<file path="config.mk">
export PLATFORM = sky130hd
export DESIGN_NAME = m_dram_port
export DESIGN_NICKNAME = d
export VERILOG_FILES = /design/src/rtl/m_dram_port_pkg.sv /design/src/rtl/m_dram_lane.sv /design/src/rtl/m_dram_port.sv
export SDC_FILE = /design/constraint.sdc
export NUM_CORES = 1
export LEC_CHECK = 0
export ABC_AREA = 1
export CORE_UTILIZATION = 30
export DETAILED_ROUTE_END_ITERATION = 6
export GPL_TIMING_DRIVEN = 0
export PLACE_DENSITY_LB_ADDON = 0.15
export SETUP_SLACK_MARGIN = 0.05
export SYNTH_ARGS = -nofsm -noshare
export SYNTH_HDL_FRONTEND = slang
export SYNTH_SLANG_ARGS = --single-unit
</file>
<file path="constraint.sdc">
create_clock -name CLK -period 2.5 [get_ports CLK]
set_clock_uncertainty 0.05 [all_clocks]
set_input_delay 0.5 -clock CLK [delete_from_list [all_inputs] [get_ports CLK]]
set_output_delay 0.5 -clock CLK [all_outputs]
set_load 0.1 [all_outputs]
</file>
<file path="src/rtl/m_dram_port_pkg.sv">
// Shared constants for the DRAM-side port of the MMU.
//
// Contents:
//   FUNCT3_*        load/store size encodings carried on w_ctrl
//   MEM_BASE_TADDR  address[31:28] value of the cacheable DRAM window
//   ST_*            port FSM state encodings
//   dram_req_t      snapshot of an accepted request, used to suppress re-issue
package m_dram_port_pkg;

    localparam logic [2:0] FUNCT3_LB  = 3'b000;
    localparam logic [2:0] FUNCT3_LH  = 3'b001;
    localparam logic [2:0] FUNCT3_LW  = 3'b010;
    localparam logic [2:0] FUNCT3_LBU = 3'b100;
    localparam logic [2:0] FUNCT3_LHU = 3'b101;

    localparam logic [3:0] MEM_BASE_TADDR = 4'h8;

    localparam logic [1:0] ST_IDLE = 2'd0;
    localparam logic [1:0] ST_MREQ = 2'd1;
    localparam logic [1:0] ST_WREQ = 2'd2;
    localparam logic [1:0] ST_RESP = 2'd3;

    typedef struct packed {
        logic [31:0] addr;
        logic        we;
        logic [2:0]  ctrl;
    } dram_req_t;

endpackage

</file>
<file path="src/rtl/m_dram_lane.sv">
// Combinational lane logic for a 128-bit line.
//
// Ports:
//   off    in  4    byte offset within the line
//   ctrl   in  3    funct3 size/sign control
//   line   in  128  line to extract from
//   wdata  in  32   LSB-aligned store data
//   rdata  out 32   extracted byte/half/word, sign- or zero-extended
//   wmask  out 16   byte enables for a store at off
//   wline  out 128  store data shifted into its lane, zeros elsewhere
//   bmask  out 128  wmask expanded to one bit per data bit (for merges)
module m_dram_lane
    import m_dram_port_pkg::*;
(
    input  logic [3:0]   off,
    input  logic [2:0]   ctrl,
    input  logic [127:0] line,
    input  logic [31:0]  wdata,
    output logic [31:0]  rdata,
    output logic [15:0]  wmask,
    output logic [127:0] wline,
    output logic [127:0] bmask
);

    logic [159:0] padded;
    logic [31:0]  sel_word;
    logic [15:0]  size_mask;
    logic [31:0]  sized_data;

    // Padding keeps a misaligned half/word select in range; the extra
    // bytes read as zero, which is acceptable since such data is undefined.
    assign padded   = {32'b0, line};
    assign sel_word = padded[{off, 3'b000} +: 32];

    always_comb begin
        rdata      = sel_word;
        size_mask  = 16'h000F;
        sized_data = wdata;
        case (ctrl[1:0])
            2'b00: begin
                rdata      = (ctrl[2]) ? {24'b0, sel_word[7:0]}
                                       : {{24{sel_word[7]}}, sel_word[7:0]};
                size_mask  = 16'h0001;
                sized_data = {24'b0, wdata[7:0]};
            end
            2'b01: begin
                rdata      = (ctrl[2]) ? {16'b0, sel_word[15:0]}
                                       : {{16{sel_word[15]}}, sel_word[15:0]};
                size_mask  = 16'h0003;
                sized_data = {16'b0, wdata[15:0]};
            end
            default: begin
                rdata      = sel_word;
                size_mask  = 16'h000F;
                sized_data = wdata;
            end
        endcase
    end

    assign wmask = size_mask << off;
    assign wline = {96'b0, sized_data} << {off, 3'b000};

    generate
        for (genvar gi = 0; gi < 16; gi++) begin : g_bmask
            assign bmask[gi*8 +: 8] = {8{wmask[gi]}};
        end
    endgenerate

endmodule

</file>
<file path="src/rtl/m_dram_port.sv">
// DRAM-side port downstream of the MMU: turns 32-bit sub-word loads/stores
// into 128-bit line transactions on a req/ack interface, with a one-line
// read buffer for the cacheable window.
//
// Ports:
//   CLK, RST_X          clock, asynchronous active-low reset
//   w_addr/w_wdata      request byte address and LSB-aligned store data
//   w_we/w_le/w_ctrl    store strobe, load strobe, funct3 size control
//   w_odata             registered load result
//   w_busy              high while a request is being handled
//   o_req/o_we/o_addr   downstream request, write flag, line index
//   o_wdata/o_wmask     downstream store line and byte enables
//   i_ack/i_rdata       downstream completion and read line
module m_dram_port
    import m_dram_port_pkg::*;
#(
    parameter int LINE_W = 128,
    parameter int ADDR_W = 27
) (
    input  logic              CLK,
    input  logic              RST_X,
    input  logic [31:0]       w_addr,
    input  logic [31:0]       w_wdata,
    input  logic              w_we,
    input  logic              w_le,
    input  logic [2:0]        w_ctrl,
    output logic [31:0]       w_odata,
    output logic              w_busy,
    output logic              o_req,
    output logic              o_we,
    output logic [ADDR_W-5:0] o_addr,
    output logic [LINE_W-1:0] o_wdata,
    output logic [15:0]       o_wmask,
    input  logic              i_ack,
    input  logic [LINE_W-1:0] i_rdata
);

    logic [1:0]        state_reg;
    logic              strobe_prev_reg;
    dram_req_t         last_req_reg;
    logic [3:0]        req_off_reg;
    logic [2:0]        req_ctrl_reg;
    logic              req_cache_reg;
    logic              o_req_reg;
    logic              o_we_reg;
    logic [ADDR_W-5:0] o_addr_reg;
    logic [127:0]      o_wdata_reg;
    logic [15:0]       o_wmask_reg;
    logic [31:0]       odata_reg;
    logic [127:0]      buf_data_reg;
    logic [ADDR_W-5:0] buf_tag_reg;
    logic              buf_valid_reg;

    logic              strobe;
    dram_req_t         cur_req;
    logic              accept;
    logic [ADDR_W-5:0] line_idx;
    logic              cacheable;
    logic              buf_match;

    logic [3:0]        lane_off;
    logic [2:0]        lane_ctrl;
    logic [127:0]      lane_line;
    logic [31:0]       lane_rdata;
    logic [15:0]       lane_wmask;
    logic [127:0]      lane_wline;
    logic [127:0]      lane_bmask;

    assign strobe    = w_le | w_we;
    assign cur_req   = '{addr: w_addr, we: w_we, ctrl: w_ctrl};
    // A strobe held high with an unchanged request must not be re-issued.
    assign accept    = (state_reg == ST_IDLE) && strobe &&
                       (!strobe_prev_reg || (cur_req != last_req_reg));
    assign line_idx  = w_addr[ADDR_W-1:4];
    assign cacheable = (w_addr[31:28] == MEM_BASE_TADDR);
    // Cacheability is part of the match: the tag alone aliases lines from
    // outside the DRAM window because the upper address bits are dropped.
    assign buf_match = buf_valid_reg && (buf_tag_reg == line_idx) && cacheable;

    // One lane unit is shared: while a read miss is outstanding it extracts
    // from the returning line using the saved offset/size; otherwise it
    // serves buffer hits, store masks and the buffer merge.
    always_comb begin
        lane_off  = w_addr[3:0];
        lane_ctrl = w_ctrl;
        lane_line = buf_data_reg;
        if (state_reg == ST_MREQ) begin
            lane_off  = req_off_reg;
            lane_ctrl = req_ctrl_reg;
            lane_line = i_rdata;
        end
    end

    m_dram_lane u_lane (
        .off   (lane_off),
        .ctrl  (lane_ctrl),
        .line  (lane_line),
        .wdata (w_wdata),
        .rdata (lane_rdata),
        .wmask (lane_wmask),
        .wline (lane_wline),
        .bmask (lane_bmask)
    );

    always_ff @(posedge CLK or negedge RST_X) begin
        if (!RST_X) begin
            state_reg       <= ST_IDLE;
            strobe_prev_reg <= 1'b0;
            last_req_reg    <= '0;
            req_off_reg     <= '0;
            req_ctrl_reg    <= '0;
            req_cache_reg   <= 1'b0;
            o_req_reg       <= 1'b0;
            o_we_reg        <= 1'b0;
            o_addr_reg      <= '0;
            o_wdata_reg     <= '0;
            o_wmask_reg     <= '0;
            odata_reg       <= '0;
            buf_data_reg    <= '0;
            buf_tag_reg     <= '0;
            buf_valid_reg   <= 1'b0;
        end else begin
            strobe_prev_reg <= strobe;
            case (state_reg)
                ST_IDLE: begin
                    if (accept) begin
                        last_req_reg  <= cur_req;
                        req_off_reg   <= w_addr[3:0];
                        req_ctrl_reg  <= w_ctrl;
                        req_cache_reg <= cacheable;
                        if (w_we) begin
                            state_reg   <= ST_WREQ;
                            o_req_reg   <= 1'b1;
                            o_we_reg    <= 1'b1;
                            o_addr_reg  <= line_idx;
                            o_wdata_reg <= lane_wline;
                            o_wmask_reg <= lane_wmask;
                            // Keep the buffered copy coherent with the store.
                            if (buf_match) begin
                                buf_data_reg <= (buf_data_reg & ~lane_bmask) |
                                                (lane_wline & lane_bmask);
                            end
                        end else if (buf_match) begin
                            state_reg <= ST_RESP;
                            odata_reg <= lane_rdata;
                        end else begin
                            state_reg   <= ST_MREQ;
                            o_req_reg   <= 1'b1;
                            o_we_reg    <= 1'b0;
                            o_addr_reg  <= line_idx;
                            o_wdata_reg <= '0;
                            o_wmask_reg <= '0;
                        end
                    end
                end
                ST_MREQ: begin
                    if (i_ack) begin
                        state_reg <= ST_RESP;
                        o_req_reg <= 1'b0;
                        odata_reg <= lane_rdata;
                        if (req_cache_reg) begin
                            buf_data_reg  <= i_rdata;
                            buf_tag_reg   <= o_addr_reg;
                            buf_valid_reg <= 1'b1;
                        end
                    end
                end
                ST_WREQ: begin
                    if (i_ack) begin
                        state_reg <= ST_RESP;
                        o_req_reg <= 1'b0;
                    end
                end
                default: begin
                    state_reg <= ST_IDLE;
                end
            endcase
        end
    end

    assign w_busy  = (state_reg != ST_IDLE);
    assign w_odata = odata_reg;
    assign o_req   = o_req_reg;
    assign o_we    = o_we_reg;
    assign o_addr  = o_addr_reg;
    assign o_wdata = o_wdata_reg;
    assign o_wmask = o_wmask_reg;

endmodule

</file>
==> out/results.txt, run 1 <==
outcome -> finished with violations
violated checks -> design-rule violations, negative setup slack
total of max-cap violations -> 0
worst hold stages -> 3
Final period util -> 1.06
Slew @ Worst Pin -> 1.06 ns
PortBufs -> 401
count leader, synth -> nand2_1
clock root cell -> clkbuf_16
final instance area -> 41200 um^2
total CTS buffers -> 48
CTS tree -> built
Synth Flop Type -> dfrtp_1
synth warn -> 0
Critical-path top delay cell -> dfrtp_1
critical path type -> register to register
slowest stage delay, CP -> 0.39 ns
unrepaired setup endpoints after global routing -> yes
# IOs -> 402
row count -> 104
total number of vias -> 32.1k
critical path endpoint category -> register
Avg Cell Area, Syn -> 6.51 um^2
DRT antenna net count -> 0
Post-DP HPWL -> 122 mm
worst hold-check path type -> input port to register
Die Footprint -> 83300 um^2
Clk Latency, worst-skew pair -> 0.64 ns
DRC errors left -> 1
Synth-to-Final Area Change -> 67.2%
vias in the first global route -> 29.6k
Peak Freq -> 378 MHz
critical path arrival -> 3.16 ns
total track usage -> 0.383
Final WS setup -> -0.147 ns
cell taking the most area after synthesis -> dfrtp_1
Synth area leaders -> dfrtp_1 40%, nand2_1 28%, o21ai_0 5.9%
clock sinks -> 393
DRT iter0 DRCs -> 3757
gpl congestion -> 1.09
DR pass1 iterations -> 7
initial antenna violation count -> 12
Synth top area share -> 0.399
CP Max Fanout -> 5
total gr overflow -> 0
min cycle time layout -> 2.65 ns
first-pass GRT wire length -> 224 mm
slew margin rel. -> 0.297
final wirelength -> 169 mm
Final Slew Violations -> 0
final setup violating endpoints -> 108
area of the core -> 80900 um^2
Vias/cell -> 5.71
layout cell share with drive strength beyond 1 -> 0.305
htree depth -> 2
Placed Area -> 30200 um^2
Seq/Total Area, Yosys -> 0.399
worst r2r path cells -> 18
hold violation count in the final report -> 0
largest net degree at the start of global routing -> 114
CTS clock-pin slew for the worst setup and hold paths -> 0.06 ns
die width -> 289 um
area of the mapped netlist -> 24600 um^2
Initial Utilization -> 0.305
Post-synth top cells -> 1825 x nand2_1, 393 x dfrtp_1, 291 x o21ai_0
Nets -> 4716
Worst setup SP type -> register
Synth Net Count -> 3987
EDFF count, synth -> 0
Die Span Y -> 289 um
average routed wire per standard cell -> 30.2 um
Fill cells -> 7954
post-synthesis cell type count -> 46
Syn Inst Count -> 3784
register bit total from synthesis -> 393
Critical Path, Cell by Cell -> inv_2 > ha_4 > buf_8 > buf_6 > nor2_4 > a21oi_4 > inv_4 > nor2_4 > buf_4 > buf_6 > buf_6 > nand2_8 > nor2_4 > buf_12 > nand3_1 > nand2_1 > nand4_1 > nand2_1
Max clock buf depth -> 3
critical path required time -> 3.01 ns
asr flop ratio synth -> 1.00
path summary, 6_finish.rpt:
| path | startpoint | endpoint | slack [ns] |
|---|---|---|---|
| worst min register to register | o_wdata[48]$_DFFE_PN0P_ | o_wdata[48]$_DFFE_PN0P_ | 0.42 |
| max in group asynchronous | RST_X | o_wdata[83]$_DFFE_PN0P_ | 0.68 |
| worst max register to register | state_reg[1]$_DFFE_PN0P_ | register | -0.15 |
| min in group asynchronous | RST_X | o_wdata[46]$_DFFE_PN0P_ | 0.33 |
| worst min-delay path | w_addr[17] | last_req_reg[21]$_DFFE_PN0P_ | 0.24 |
| worst max-delay path | state_reg[1]$_DFFE_PN0P_ | register | -0.15 |
per-stage QoR:
step	setup slack (ns)	TNS (ns)	hold WS [ns]	cells	util
2_1_floorplan	0.0415	0	0.154	3784	-
4_1_cts	-0.0830	-2.19	0.361	5507	0.464
5_1_grt	-0.218	-15.73	0.261	5610	0.509
6_report	-0.147	-7.74	0.243	5619	0.509
3_5_place_dp	-1.99	-483.58	0.404	5254	0.373
3_3_place_gp	-18.08	-7564.69	0.400	5245	0.371
metal layers:
metal,vias up,GRT usage,routed length [um]
li1,13700,-,-
met1,15700,0.494,65100
met2,2049,0.564,71200
met3,633,0.0995,19600
met4,6,0.255,13600
met5,-,0,32
critical path, delay by kind of cell, from the launching register on:
family / cells / cell delay, ns
AO/OA/AOI/OAI: 1 / 0.24
adder cells (fa/ha/maj): 1 / 0.21
buffers and inverters: 8 / 0.91
flip-flops: 1 / 0.39
AND/OR/NAND/NOR: 8 / 0.77
final cells by class:
class                   count  area [um^2]  share of cell area
diodes                     10         25.0            0.000607
plain buffers             223         2750              0.0667
clock buffers              74         1420              0.0344
clock inverters            12          164             0.00398
inverters                 190          764              0.0186
multi-input cells        2978        17500               0.425
flip-flops and latches    393         9840               0.239
well taps                1060         1330              0.0322
repair buffers            679         7430               0.180
cells by family (layout without fill, tap and decap cells):
| logic type | count (synthesis) | in the layout | share of synthesized area |
|---|---|---|---|
| muxes | 3 | 3 | 0.00132 |
| buffers and inverters | 415 | 1178 | 0.0732 |
| adders and majority gates | 3 | 3 | 0.00152 |
| xor gates and xnor gates | 11 | 11 | 0.00391 |
| and+or+nand+nor | 2467 | 2469 | 0.411 |
| AOI/OAI and AO/OA | 492 | 492 | 0.110 |
| DFF | 393 | 393 | 0.399 |
| other | 0 | 10 | 0 |
what timing repair did:
action	CTS	global route
endpoints found under the setup margin	589	396
gates cloned	20	23
buffers inserted	146	87
hold buffers	1	0
hold endpoints to repair	50	0
gates resized for setup	1470	733
pin swaps	221	252
cells in the final DEF, fill, tap and decap left out, types with 29 or more instances in the layout:
cell type        Yosys  routed
o21ai_2             12      69
nand4_1            130     130
nand2_1           1825    1481
o21ai_4              1      44
clkdlybuf4s50_1      0     185
clkdlybuf4s15_1      0      33
buf_6                6      98
nand2_8              0      42
a21oi_1             85      57
clkbuf_2             0      29
nor2_1             179     129
nand3_2              6      87
buf_12               0      97
buf_4               25     147
nor2_4               4      31
clkbuf_4             0      34
dlygate4sd2_1        0     152
nand3_4              0      60
nand3_1            280     139
o21ai_0            291     139
o21ai_1             34      86
inv_2               10      31
nand2_4              2      88
inv_1              179     146
dfrtp_1            393     391
buf_8                0      29
nand2_2              8     226
clkbuf_16            0      75
Power of run 1 is left out: the tool's default activity adds up to more than one toggle a clock period on the data nets, which glitch-free logic cannot reach.
==> run 2, diff against run 1 <==
--- a/config.mk
+++ b/config.mk
@@ -8,8 +8,9 @@
 export ABC_AREA = 1
 export CORE_UTILIZATION = 30
 export DETAILED_ROUTE_END_ITERATION = 6
+export GPL_ROUTABILITY_DRIVEN = 0
 export GPL_TIMING_DRIVEN = 0
-export PLACE_DENSITY_LB_ADDON = 0.15
+export PLACE_DENSITY_LB_ADDON = 0.08
 export SETUP_SLACK_MARGIN = 0.05
 export SYNTH_ARGS = -nofsm -noshare
 export SYNTH_HDL_FRONTEND = slang
==> constraint.sdc (replaced) <==
create_clock -name CLK -period 3.4 [get_ports CLK]
set_clock_uncertainty 0.05 [all_clocks]
set_input_delay 0.68 -clock CLK [delete_from_list [all_inputs] [get_ports CLK]]
set_output_delay 0.68 -clock CLK [all_outputs]
set_load 0.1 [all_outputs]
==> out/results.txt, run 2 (same netlist as run 1, synthesis figures left out) <==
most common cell after layout, fill and taps aside -> nand2_1 (unchanged)
total of max-cap violations -> 0 (unchanged)
final setup violating endpoints -> 0 (was 108)
average routed wire per standard cell -> 27.3 um (was 30.2 um)
number of hold buffers added after CTS -> 0 (was 1)
critical path endpoint category -> register (unchanged)
htree depth -> 2 (unchanged)
Die Footprint -> 83300 um^2 (unchanged)
outcome -> finished with violations (unchanged)
first-pass GRT wire length -> 203 mm (was 224 mm)
layout cell share with drive strength beyond 1 -> 0.0786 (was 0.305)
die width -> 289 um (unchanged)
Worst setup SP type -> register (unchanged)
critical path arrival -> 3.85 ns (was 3.16 ns)
# IOs -> 402 (unchanged)
Final period util -> 0.981 (was 1.06)
initial antenna violation count -> 10 (was 12)
final wirelength -> 146 mm (was 169 mm)
DRT iter0 DRCs -> 3457 (was 3757)
slew margin rel. -> 0.232 (was 0.297)
Max clock buf depth -> 3 (unchanged)
vias in the first global route -> 27.5k (was 29.6k)
CTS clock-pin slew for the worst setup and hold paths -> 0.06 ns (about the same)
clock sinks -> 393 (unchanged)
DR pass1 iterations -> 6 (was 7)
DRT antenna net count -> 0 (unchanged)
row count -> 104 (unchanged)
hold violation count in the final report -> 5 (was 0)
area of the core -> 80900 um^2 (unchanged)
clock root cell -> clkbuf_16 (unchanged)
Initial Utilization -> 0.305 (unchanged)
total CTS buffers -> 49 (was 48)
CP Max Fanout -> 10 (was 5)
total gr overflow -> 0 (unchanged)
Synth-to-Final Area Change -> 29.7% (was 67.2%)
critical path required time -> 3.91 ns (was 3.01 ns)
worst hold slack -> -0.00524 ns (was 0.243 ns)
Post-DP HPWL -> 114 mm (was 122 mm)
violated checks -> negative hold slack (was design-rule violations, negative setup slack)
PortBufs -> 401 (unchanged)
most frequent cells in the layout -> 1796 x nand2_1, 399 x clkdlybuf4s50_1, 393 x dfrtp_1, 275 x nand3_1, 266 x o21ai_0 (was 1481 x nand2_1, 391 x dfrtp_1, 226 x nand2_2, 185 x clkdlybuf4s50_1, 152 x dlygate4sd2_1)
critical path type -> register to register (unchanged)
Vias/cell -> 5.45 (was 5.71)
total track usage -> 0.345 (was 0.383)
DRC errors left -> 0 (was 1)
unrepaired setup endpoints after global routing -> yes (unchanged)
CTS tree -> built (unchanged)
total number of vias -> 29.2k (was 32.1k)
Die Span Y -> 289 um (unchanged)
largest net degree at the start of global routing -> 111 (was 114)
Placed Instances -> 5253 (was 5254)
Slew @ Worst Pin -> 1.15 ns (was 1.06 ns)
Nets -> 4451 (was 4716)
worst hold-check path type -> input port to async pin (was input port to register)
Final Slew Violations -> 0 (unchanged)
Finished Layout Cells -> 5353 (was 5619)
Peak Freq -> 300 MHz (was 378 MHz)
min cycle time layout -> 3.33 ns (was 2.65 ns)
Clk Latency, worst-skew pair -> 0.63 ns (was 0.64 ns)
==> run 2: final timing paths <==
| path | depth (start not counted) | end | from | slack, ns |
|---|---|---|---|---|
| max in group asynchronous | 2 | async pin | RST_X | 2.21 |
| worst min register to register | 2 | register | register | 0.42 |
| worst max-delay path | 14 | w_odata[6]$_DFFE_PN0P_ | state_reg[1]$_DFFE_PN0P_ | 0.07 |
| worst max register to register | 14 | w_odata[6]$_DFFE_PN0P_ | state_reg[1]$_DFFE_PN0P_ | 0.07 |
| worst min-delay path | 1 | o_addr[15]$_DFFE_PN0P_ | RST_X | -0.005 |
| min in group CLK | 2 | register | register | 0.42 |
==> run 2: per-stage QoR <==
step / instance area, um^2 / utilization / TNS, ns / hold WS (ns) / setup WS, ns
finish: 32000 / 0.395 / 0 / -0.00524 / 0.0656
CTS: 31800 / 0.393 / 0 / 0.0315 / 0.0165
global route: 32000 / 0.395 / 0 / 0.0732 / 0.00120
global placement: 30000 / 0.371 / -6968.03 / 0.402 / -17.32
detailed placement: 30100 / 0.372 / -192.25 / 0.407 / -0.957
floorplan: 24600 / - / 0 / 0.334 / 0.828
==> run 2: area by class of cell <==
| cell class | count | area (um^2) |
|---|---|---|
| clock buffer | 68 | 1380 |
| multi-input combinational | 2976 | 13200 |
| fill | 8859 | 49000 |
| tap | 1060 | 1330 |
| inverter | 190 | 716 |
| clock inverter | 23 | 220 |
| timing repair buffer | 413 | 4170 |
| sequential | 393 | 9830 |
| buffer | 225 | 1140 |
| antenna | 5 | 12.5 |
==> run 2: layer usage <==
layer	track usage	vias to the layer above	part of all wire
met3	0.111	412	0.12
li1	-	13100	-
met5	0	-	0.00070
met4	0.213	16	0.074
met2	0.496	1772	0.41
met1	0.446	13900	0.40
==> run 2: worst max-delay path, stage by stage (launching register included) <==
cell and delay, ns:
dfrtp_1 0.39, inv_1 0.09, ha_2 0.29, inv_2 0.07
buf_4 0.20, buf_4 0.21, buf_4 0.23, buf_2 0.21
o21ai_1 0.50, nor2_1 0.09, o21ai_1 0.43, a211oi_1 0.09
nor2_1 0.24, nand2_1 0.09, nand2_1 0.07
==> run 2: what timing repair did <==
| item | CTS | global route |
|---|---|---|
| setup buffers | 4 | 0 |
| pin swaps | 1 | 1 |
| setup endpoints to repair | 201 | 220 |
| endpoints found under the hold margin | 0 | 0 |
| resized for setup | 59 | 67 |
Power of run 2 is left out for the same reason.
